===== config.mk =====
export PLATFORM = sky130hd
export DESIGN_NAME = tabuleiro_ctl
export DESIGN_NICKNAME = d
export VERILOG_FILES = /design/src/rtl/tabuleiro_ctl.sv
export SDC_FILE = /design/constraint.sdc
export NUM_CORES = 1
export LEC_CHECK = 0
export CORE_MARGIN = 2
export CORE_UTILIZATION = 45
export CTS_CLUSTER_DIAMETER = 150
export DETAILED_ROUTE_END_ITERATION = 7
export GPL_ROUTABILITY_DRIVEN = 1
export GPL_TIMING_DRIVEN = 0
export MAX_ROUTING_LAYER = met4
export PLACE_DENSITY_LB_ADDON = 0.08
export SLEW_MARGIN = 20
export SYNTH_ARGS = -nofsm -noshare
export SYNTH_HDL_FRONTEND = slang
export SYNTH_SLANG_ARGS = --single-unit

===== constraint.sdc =====
create_clock -name clk -period 5.3 [get_ports clk]
set_clock_uncertainty 0.05 [all_clocks]
set_input_delay 0.795 -clock clk [delete_from_list [all_inputs] [get_ports clk]]
set_output_delay 0.795 -clock clk [all_outputs]
set_load 0.05 [all_outputs]

===== src/rtl/tabuleiro_ctl.sv =====
// tabuleiro_ctl: board controller for the 7x6 drop game.
// Takes a move request from the selection FSM and drops the piece into the
// lowest free row of the column. It then checks for a four-in-a-row or a full
// board, hands the placed piece to the VGA stage, and answers the selection
// FSM with a one-cycle response pulse.
//
// Ports
//   clk, reset          clock; synchronous active-low reset
//   active              move request, held until answered
//   coluna_in/player_in requested column / mover (1 or 2)
//   response_ctl        pulse: 0 none, 1 rejected, 2 accepted
//   upd_*               placed-piece draw request to VGA, held until upd_ack
//   rd_row/rd_col       combinational board read address -> rd_cell
//   game_over/winner/draw  sticky game result
//   new_game            (only with NEW_GAME_EN) clears the board and result
//
// Build option: define NEW_GAME_EN to add the new_game input and the CLEAR state.
//
// State      | meaning
// IDLE       | wait for a request; latch column/player
// FIND       | scan the column bottom-up, one row per cycle
// PLACE      | write the cell, bump the move counter
// CHECK      | walk 4 directions, one cell per cycle, counting mover runs
// DRAW_UPD   | present upd_* to VGA until upd_ack
// ACC        | response 2 for one cycle
// REJ        | response 1 for one cycle
// RELEASE    | wait for active to drop
// CLEAR      | wipe one column per cycle (NEW_GAME_EN only)
module tabuleiro_ctl #(
  parameter int ROWS    = 6,
  parameter int COLS    = 7,
  parameter int WIN_LEN = 4
) (
  input  logic       clk,
  input  logic       reset,
  input  logic       active,
  input  logic [2:0] coluna_in,
  input  logic [1:0] player_in,
`ifdef NEW_GAME_EN
  input  logic       new_game,
`endif
  output logic [1:0] response_ctl,
  output logic       upd_valid,
  output logic [2:0] upd_row,
  output logic [2:0] upd_col,
  output logic [1:0] upd_player,
  input  logic       upd_ack,
  input  logic [2:0] rd_row,
  input  logic [2:0] rd_col,
  output logic [1:0] rd_cell,
  output logic       game_over,
  output logic [1:0] winner,
  output logic       draw
);

  localparam int CELLS = ROWS * COLS;
  localparam int MW    = $clog2(CELLS + 1);
  localparam logic [MW-1:0]     MOVES_FULL = MW'(CELLS);
  localparam logic [3:0]        ROWS_U     = 4'(ROWS);
  localparam logic [3:0]        COLS_U     = 4'(COLS);
  localparam logic signed [4:0] ROWS_S     = $signed(5'(ROWS));
  localparam logic signed [4:0] COLS_S     = $signed(5'(COLS));
  localparam logic [2:0]        LAST_ROW   = 3'(ROWS - 1);
  localparam logic [2:0]        STEP_MAX   = 3'(WIN_LEN - 1);
  localparam logic [3:0]        RUN_WIN    = 4'(WIN_LEN - 1);

  typedef enum logic [3:0] {
    S_IDLE, S_FIND, S_PLACE, S_CHECK, S_DRAW_UPD, S_ACC, S_REJ, S_RELEASE, S_CLEAR
  } state_t;

  state_t          state_q, state_d;
  logic [1:0]      board_q [ROWS][COLS];
  logic [1:0]      board_d [ROWS][COLS];
  logic [2:0]      row_q, row_d, col_q, col_d;
  logic [1:0]      player_q, player_d;
  logic [MW-1:0]   moves_q, moves_d;
  logic [1:0]      dir_q, dir_d;
  logic            neg_q, neg_d;
  logic [2:0]      step_q, step_d;
  logic [3:0]      run_q, run_d;
  logic            game_over_q, game_over_d;
  logic [1:0]      winner_q, winner_d;
  logic            draw_q, draw_d;
`ifdef NEW_GAME_EN
  logic [2:0]      clr_q, clr_d;
`endif

  // Cell under inspection during CHECK: centre + sign * step * direction.
  logic signed [4:0] k, dr, dc, tr, tc;
  logic              in_b, match;
  logic [3:0]        run_now;

  always_comb begin
    k  = $signed({2'b00, step_q});
    dr = '0;
    dc = '0;
    case (dir_q)
      2'd0:    dc = k;
      2'd1:    dr = k;
      2'd2:    begin dr = k; dc = k; end
      default: begin dr = k; dc = -k; end
    endcase
    if (neg_q) begin
      dr = -dr;
      dc = -dc;
    end
    tr    = $signed({2'b00, row_q}) + dr;
    tc    = $signed({2'b00, col_q}) + dc;
    in_b  = !tr[4] && (tr < ROWS_S) && !tc[4] && (tc < COLS_S);
    match = in_b && (board_q[tr[2:0]][tc[2:0]] == player_q);
    run_now = match ? run_q + 4'd1 : run_q;
  end

  always_comb begin
    state_d     = state_q;
    board_d     = board_q;
    row_d       = row_q;
    col_d       = col_q;
    player_d    = player_q;
    moves_d     = moves_q;
    dir_d       = dir_q;
    neg_d       = neg_q;
    step_d      = step_q;
    run_d       = run_q;
    game_over_d = game_over_q;
    winner_d    = winner_q;
    draw_d      = draw_q;
`ifdef NEW_GAME_EN
    clr_d       = clr_q;
`endif
    case (state_q)
      S_IDLE: begin
`ifdef NEW_GAME_EN
        if (new_game) begin
          clr_d   = 3'd0;
          state_d = S_CLEAR;
        end else
`endif
        if (active) begin
          col_d    = coluna_in;
          player_d = player_in;
          row_d    = 3'd0;
          if (game_over_q || ({1'b0, coluna_in} >= COLS_U) ||
              !(player_in == 2'd1 || player_in == 2'd2))
            state_d = S_REJ;
          else
            state_d = S_FIND;
        end
      end
      S_FIND: begin
        if (board_q[row_q][col_q] == 2'd0) state_d = S_PLACE;
        else if (row_q == LAST_ROW)        state_d = S_REJ;
        else                               row_d   = row_q + 3'd1;
      end
      S_PLACE: begin
        board_d[row_q][col_q] = player_q;
        if (moves_q != MOVES_FULL) moves_d = moves_q + MW'(1);
        run_d   = 4'd0;
        dir_d   = 2'd0;
        neg_d   = 1'b0;
        step_d  = 3'd1;
        state_d = S_CHECK;
      end
      S_CHECK: begin
        // Keep walking a side while it matches and is short of WIN_LEN-1 steps;
        // the run is only judged once both sides of a direction are done.
        if (match && step_q != STEP_MAX) begin
          run_d  = run_now;
          step_d = step_q + 3'd1;
        end else if (!neg_q) begin
          run_d  = run_now;
          neg_d  = 1'b1;
          step_d = 3'd1;
        end else if (run_now >= RUN_WIN) begin
          winner_d    = player_q;
          game_over_d = 1'b1;
          state_d     = S_DRAW_UPD;
        end else if (dir_q == 2'd3) begin
          if (moves_q == MOVES_FULL) begin
            draw_d      = 1'b1;
            game_over_d = 1'b1;
          end
          state_d = S_DRAW_UPD;
        end else begin
          dir_d  = dir_q + 2'd1;
          neg_d  = 1'b0;
          step_d = 3'd1;
          run_d  = 4'd0;
        end
      end
      S_DRAW_UPD: if (upd_ack) state_d = S_ACC;
      S_ACC:      state_d = S_RELEASE;
      S_REJ:      state_d = S_RELEASE;
      S_RELEASE: begin
`ifdef NEW_GAME_EN
        if (new_game) begin
          clr_d   = 3'd0;
          state_d = S_CLEAR;
        end else
`endif
        if (!active) state_d = S_IDLE;
      end
`ifdef NEW_GAME_EN
      S_CLEAR: begin
        for (int r = 0; r < ROWS; r++) board_d[r][clr_q] = 2'd0;
        if (clr_q == 3'(COLS - 1)) begin
          moves_d     = '0;
          game_over_d = 1'b0;
          winner_d    = 2'd0;
          draw_d      = 1'b0;
          state_d     = S_IDLE;
        end else begin
          clr_d = clr_q + 3'd1;
        end
      end
`endif
      default: state_d = S_IDLE;
    endcase
  end

  always_ff @(posedge clk) begin
    if (!reset) begin
      state_q <= S_IDLE;
      for (int r = 0; r < ROWS; r++)
        for (int c = 0; c < COLS; c++)
          board_q[r][c] <= 2'd0;
      row_q       <= 3'd0;
      col_q       <= 3'd0;
      player_q    <= 2'd0;
      moves_q     <= '0;
      dir_q       <= 2'd0;
      neg_q       <= 1'b0;
      step_q      <= 3'd0;
      run_q       <= 4'd0;
      game_over_q <= 1'b0;
      winner_q    <= 2'd0;
      draw_q      <= 1'b0;
`ifdef NEW_GAME_EN
      clr_q       <= 3'd0;
`endif
    end else begin
      state_q     <= state_d;
      board_q     <= board_d;
      row_q       <= row_d;
      col_q       <= col_d;
      player_q    <= player_d;
      moves_q     <= moves_d;
      dir_q       <= dir_d;
      neg_q       <= neg_d;
      step_q      <= step_d;
      run_q       <= run_d;
      game_over_q <= game_over_d;
      winner_q    <= winner_d;
      draw_q      <= draw_d;
`ifdef NEW_GAME_EN
      clr_q       <= clr_d;
`endif
    end
  end

  assign response_ctl = (state_q == S_ACC) ? 2'd2 : (state_q == S_REJ) ? 2'd1 : 2'd0;
  assign upd_valid    = (state_q == S_DRAW_UPD);
  assign upd_row      = row_q;
  assign upd_col      = col_q;
  assign upd_player   = player_q;
  assign game_over    = game_over_q;
  assign winner       = winner_q;
  assign draw         = draw_q;
  assign rd_cell      = (({1'b0, rd_row} < ROWS_U) && ({1'b0, rd_col} < COLS_U)) ?
                        board_q[rd_row][rd_col] : 2'd0;

endmodule


; ---- After elaboration in Yosys (flattened, before gate mapping)
; Cells that the tools add are included.
[totals]
reg_bits = 116
latchBits = 0
mem_bits_rw = 0
romBits = 0
output_inout_bits = 17
word_cells = 218
mem_count = 0
[classes]
add_sub_neg = 10
mul = 0
div = 0
n_lt_le_gt_ge = 14
n_eq_ne = 30
shift = 0
muxes = 69
n_bitwise = 8
n_reduce_logical = 33
[op_table]
columns = op, count
row1 = $bmux 14 s3, 3
row2 = $mux 14, 7
row3 = $bwmux 84, 1
row4 = $mux 4, 14
row5 = $demux 14 s3, 1
row6 = $pmux 4 s7, 1
row7 = $mux 3, 9
row8 = $mux 2, 13
row9 = $ge 4x4->1 const B, 6
row10 = $not 3->4, 6
row11 = $bmux 2 s3, 3
row12 = $eq 4x3->1 const B, 4
row13 = $ne 2x2->1 const B, 8
row14 = $pmux 3 s2, 2
row15 = $add 4x5->5, 2
row16 = $lt 5x4->1 const B, 2
row17 = $mux 5, 2
row18 = $neg 5->5, 2
row19 = $pmux 5 s2, 1
row20 = $reduce_and 5->1, 2
row21 = $eq 4x2->1 const B, 2
row22 = $logic_and 1x1->1, 8
row23 = $lt 4x1->1 const B, 2
row24 = $mux 1, 8
row25 = 35 further kinds, 55

; ---- Depth between registers and ports, before layout
[depth]
word_depth = 20
depth_mapped = 21
ltp_nobuf = 19

; ---- Least setup slack after synthesis
; No wires, ideal clock.
[synth_timing]
path_type = flip-flop to flip-flop
startpoint = register step_q[0]
endpoint = register step_q[0]
setup_ns = 0.116
arrival_time_ns = 4.429
required_time_ns = 5.134
path_slack_ns = 0.706
stages_incl_launch_ff = 20
path_buffers = 1
cell_sequence = dfxtp_1 -> inv_1 -> ha_1 -> inv_1 -> o22ai_1 -> inv_1 -> ha_1 -> mux2_2 -> inv_1 -> fa_1 -> mux4_2 -> o221ai_1 -> a2111o_1 -> a211oi_1 -> o22ai_2 -> or3_1 -> buf_2 -> or2_4 -> mux2_2 -> and3_1
[synth_via]
elab_chain_cells = 17
word_cells_on_any_way = 36
cone_classes = 6 x add/sub / 3 x order compare / 4 x eq/ne / 13 x mux / 2 x bitwise / 8 x reduce/logical
[synth_rtl]
columns = element, line_no
row1 = from (decl), 79  ; logic [2:0] step_q, step_d;
row2 = from (signal assigned), 250  ; step_q <= step_d;
row3 = $mux 3, 97  ; case (dir_q)
row4 = $neg 5->5, 104  ; dr = -dr;
row5 = $mux 5, 103  ; if (neg_q) begin
row6 = $add 4x5->5, 107  ; tr = $signed({2'b00, row_q}) + dr;
row7 = $not 3->4 (implied by the code), 110  ; match = in_b && (board_q[tr[2:0]][tc[2:0]] == player_q);
row8 = $bmux 14 s3, 110
row9 = $mux 14 (implied by the code) (2 in a row), 110
row10 = $bmux 2 s3, 110
row11 = $mux 2 (implied by the code) (2 in a row), 110
row12 = $eq 2x2->1, 110
row13 = $logic_and 1x1->1, 110
row14 = $mux 4, 111  ; run_now = match ? run_q + 4'd1 : run_q;
row15 = $ge 4x2->1, 174  ; end else if (run_now >= RUN_WIN) begin
row16 = $ne 4x4->1 (no source line), --
row17 = $reduce_and 3->1 (no source line), --
; Parallel ways exist; a longest one is shown, timed or not. The select of a mux whose other input is x is not followed.
; A chain may end at the register's enable or synchronous reset.

; ---- Final worst setup path
[layout_timing]
startpoint = register dir_q[0]
endpoint = register step_q[0]
[layout_via]
elab_chain_cells = 18
word_cells_on_any_way = 38
cone_classes = 4 x add/sub / 3 x order compare / 6 x eq/ne / 13 x mux / 2 x bitwise / 10 x reduce/logical
[layout_rtl]
columns = element, line_no
row1 = from (decl), 77  ; logic [1:0] dir_q, dir_d;
row2 = from (signal assigned), 248  ; dir_q <= dir_d;
row3 = $logic_not 2->1, 97
row4 = $mux 3, 97
row5 = $neg 5->5, 104
row6 = $mux 5, 103
row7 = $add 4x5->5, 107
row8 = $not 3->4 (implied by the code), 110
row9 = $bmux 14 s3, 110
row10 = $mux 14 (implied by the code) (2 in a row), 110
row11 = $bmux 2 s3, 110
row12 = $mux 2 (implied by the code) (2 in a row), 110
row13 = $eq 2x2->1, 110
row14 = $logic_and 1x1->1, 110
row15 = $mux 4, 111
row16 = $ge 4x2->1, 174
row17 = $ne 4x4->1 (no source line), --
row18 = $reduce_and 3->1 (no source line), --
; Parallel ways exist; a longest one is shown, timed or not. The select of a mux whose other input is x is not followed.

==> impl_metrics.py <==
metrics = {
    "synthesis": {
        "synth_warnings": 0,
        "ys.flop_type": "dfxtp_1",
        "synthesis.nets": 1035,
        "yosys.area.top_type": "dfxtp_1",
        "seq_area_frac_synth_pct": 30.1,
        "ys_ff_latch": 115,
        "netlist_top_cells_count": "nand2_1 (160), dfxtp_1 (115), a21oi_1 (104), nand3_1 (79), nor2_1 (77)",
        "synth-edff-count": 0,
        "syn_area_per_cell_um2": 7.68,
        "synthTopCellsByArea": "dfxtp_1 (30%), nand2_1 (7.8%), a21oi_1 (6.8%)",
        "netlist_area_um2": 7660,
        "yosysTopAreaCellShare_pct": 30.1,
        "synth.most_common_cell": "nand2_1",
        "syn_inst": 997,
        "ys_types": 74,
        "synthArstFlopShare_pct": 0,
    },
    "setup_path": {
        "cpPeakStageDelay_ns": 0.41,
        "worstPathMaxFanout": 10,
        "crit_path_end_kind": "register",
        "path_delay_family": "compound AO/OA/AOI/OAI gates",
        "cp_slowest_cell": "dfxtp_1",
        "start_kind": "register",
        "path_class": "reg -> reg",
        "cp.required_ns": 5.57,
        "crit_buf_inv": 3,
        "crit_arrival_ns": 5.32,
        "path_common_cell": "ha_1",
        "path_cells": "inv_1 -> ha_1 -> nand2b_1 -> ha_1 -> ha_1 -> nand2_1 -> o21ai_0 -> ha_1 -> xor2_1 -> clkbuf_4 -> a221oi_1 -> a21oi_1 -> o31a_1 -> a211oi_2 -> o22ai_2 -> or3_1 -> buf_2 -> or2_4 -> mux2_2 -> and3_1",
    },
    "drt": {
        "drt_first_iter_violations": 892,
        "drc": 0,
        "viasPerCell": 6.27,
        "vias": 8012,
        "drt_pass1_iterations": 5,
        "drtAntennaViolNets": 0,
        "finalWirelength_um": 28900,
        "wl_per_cell_um": 22.6,
    },
    "sta": {
        "worstMarginPinSlew_ns": 1.09,
        "period_share_pct": 95.2,
        "clock.fmax_mhz": 198,
        "final.min_clock_period_ns": 5.04,
        "hold_viol": 0,
        "holdWs_ns": 0.407,
        "drv_slew": 0,
        "finalSetupViolations": 0,
        "relSlewSlack_pct": 26.6,
    },
    "pwr": {
        "p_leak_nw": 2.91,
        "ir_drop_mv": 0.233,
        "fin_total_pwr_mw": 3.00,
        "powerDensity_nw_per_um2": 337,
    },
    "hold_path": {
        "hp-class": "reg -> reg",
    },
    "final_layout": {
        "fin_area_um2": 8890,
        "nets": 1084,
        "final_util_pct": 53.6,
        "n_antenna_cell": 0,
        "final_layout_size_suffix_gt1_share_pct": 9.26,
        "area_delta_synth_final_pct": 16.1,
    },
    "die": {
        "design.die.area_um2": 18100,
        "pin_count": 32,
        "core_region_area_um2": 16600,
        "die_w_um": 134,
        "rows": 47,
        "chipHeight_um": 134,
        "initial_core_util_pct": 46.2,
    },
    "global_routing": {
        "gr-total-overflow": 0,
        "grt_max_degree": 17,
        "grt_pass1_wl_um": 44000,
        "grtUsageTotal_pct": 33.7,
        "grt_pass1_vias": 7250,
        "antenna_found_initial": 0,
    },
    "clocking": {
        "cts_tree": "built",
        "cts_buffers": 17,
        "numClockSinks": 115,
        "cts_hold_buf": 0,
        "clkLatencyLatePin_ns": 0.43,
        "clkTransAtPathRegs_ns": 0.06,
        "cts_max_path_buffers": 2,
        "h-tree-depth": 4,
        "root_buffer": "clkbuf_16",
    },
    "placement": {
        "port_buffers": 30,
        "gp_congestion": 1.03,
        "dp_hpwl_um": 21200,
        "place_area_um2": 8240,
    },
    "run": {
        "drv_cap": 0,
    },
    "outcome": {
        "status": "finished, final reports clean",
    },
}
registers in the layout, summed over array words and instances (netlist names):
register and cells:
board_q 84, neg_q 1, draw 1, state_q 3, moves_q 6, game_over 1, upd_col 3, dir_q 2
step_q 3, winner 2, upd_row 3, upd_player 2, run_q 4
final timing paths:
path | start | endpoint | slack [ns] | depth (start not counted)
worst min-delay path | winner[1]$_SDFFE_PN0P_ | winner[1]$_SDFFE_PN0P_ | 0.41 | 2
worst min register to register | winner[1]$_SDFFE_PN0P_ | winner[1]$_SDFFE_PN0P_ | 0.41 | 2
worst max register to register | dir_q[0]$_SDFFE_PN0P_ | step_q[0]$_SDFFE_PN0P_ | 0.26 | 20
worst max-delay path | dir_q[0]$_SDFFE_PN0P_ | step_q[0]$_SDFFE_PN0P_ | 0.26 | 20
per-layer routing:
layer  global-route usage [%]  routed length, um
met1                     46.9              12900
met3                     10.3               3140
met4                     12.3                892
met2                     45.8              12000
met5                        -                  0
repair_timing:
item,CTS,global route
gates resized for setup,1,14
pin swaps,0,2
endpoints found under the setup margin,2,18
cloned,0,0
buffers inserted,0,1
area by class of cell:
type / count / area, um^2
Buffer: 74 / 320
Multi-Input combinational cell: 775 / 4970
Tap cell: 220 / 275
Clock buffer: 23 / 488
Timing Repair Buffer: 31 / 308
Clock inverter: 8 / 101
Sequential cell: 115 / 2300
Fill cell: 1641 / 7700
Inverter: 32 / 120
layout by cell type (no fill, tap or decap), drive strengths merged, types with 4 or more instances in the layout:
master and instances:
dfxtp 115, nand2b 10, xnor2 8, clkdlybuf4s50 30
a21o 4, nand3 79, or3 14, and3 8
buf 13, o31a 6, o31ai 6, mux2 6
o2111ai 4, nor2b 5, or3b 4, a22oi 5
o22ai 21, and2 4, o21ai 58, a211oi 7
nor2 77, clkbuf 85, inv 32, xor2 7
nand2 160, or2 7, o211ai 7, mux4 23
a21oi 105, nor3b 9, nor3 17, ha 21
a31oi 4, mux2i 35, nand4 6
metrics by stage:
stage	setup slack (ns)	TNS (ns)	cells
5_1_grt	-0.00655	-0.0114	1278
2_1_floorplan	0.706	0	997
3_5_place_dp	-0.0313	-0.0539	1247
3_3_place_gp	0.00725	0	1247
6_report	0.256	0	1278
4_1_cts	0.0311	0	1278
where the power goes:
part           switching (mW)  internal, mW
combinational           0.582         0.301
clock                   0.426         0.737
sequential             0.0481         0.901
kinds of logic (layout without fill, tap and decap cells):
kind of cell,Yosys count,in the layout,share of synthesized area [%]
xor gates and xnor gates,15,15,1.72
buffers and inverters,107,168,5.74
adders and majority gates,23,23,3.95
AOI/OAI and AO/OA,259,259,20.8
and+or+nand+nor,414,414,25.2
muxes,64,64,12.5
DFF,115,115,30.1
worst reg2reg max path, stage by stage, from the launching register on:
cell and delay, ns:
dfxtp_1 0.41, inv_1 0.09, ha_1 0.27, nand2b_1 0.19
ha_1 0.21, ha_1 0.26, nand2_1 0.06, o21ai_0 0.09
ha_1 0.40, xor2_1 0.20, clkbuf_4 0.23, a221oi_1 0.31
a21oi_1 0.14, o31a_1 0.38, a211oi_2 0.24, o22ai_2 0.16
or3_1 0.37, buf_2 0.17, or2_4 0.27, mux2_2 0.26
and3_1 0.17
No activity file was read; power rests on OpenSTA's default activity.
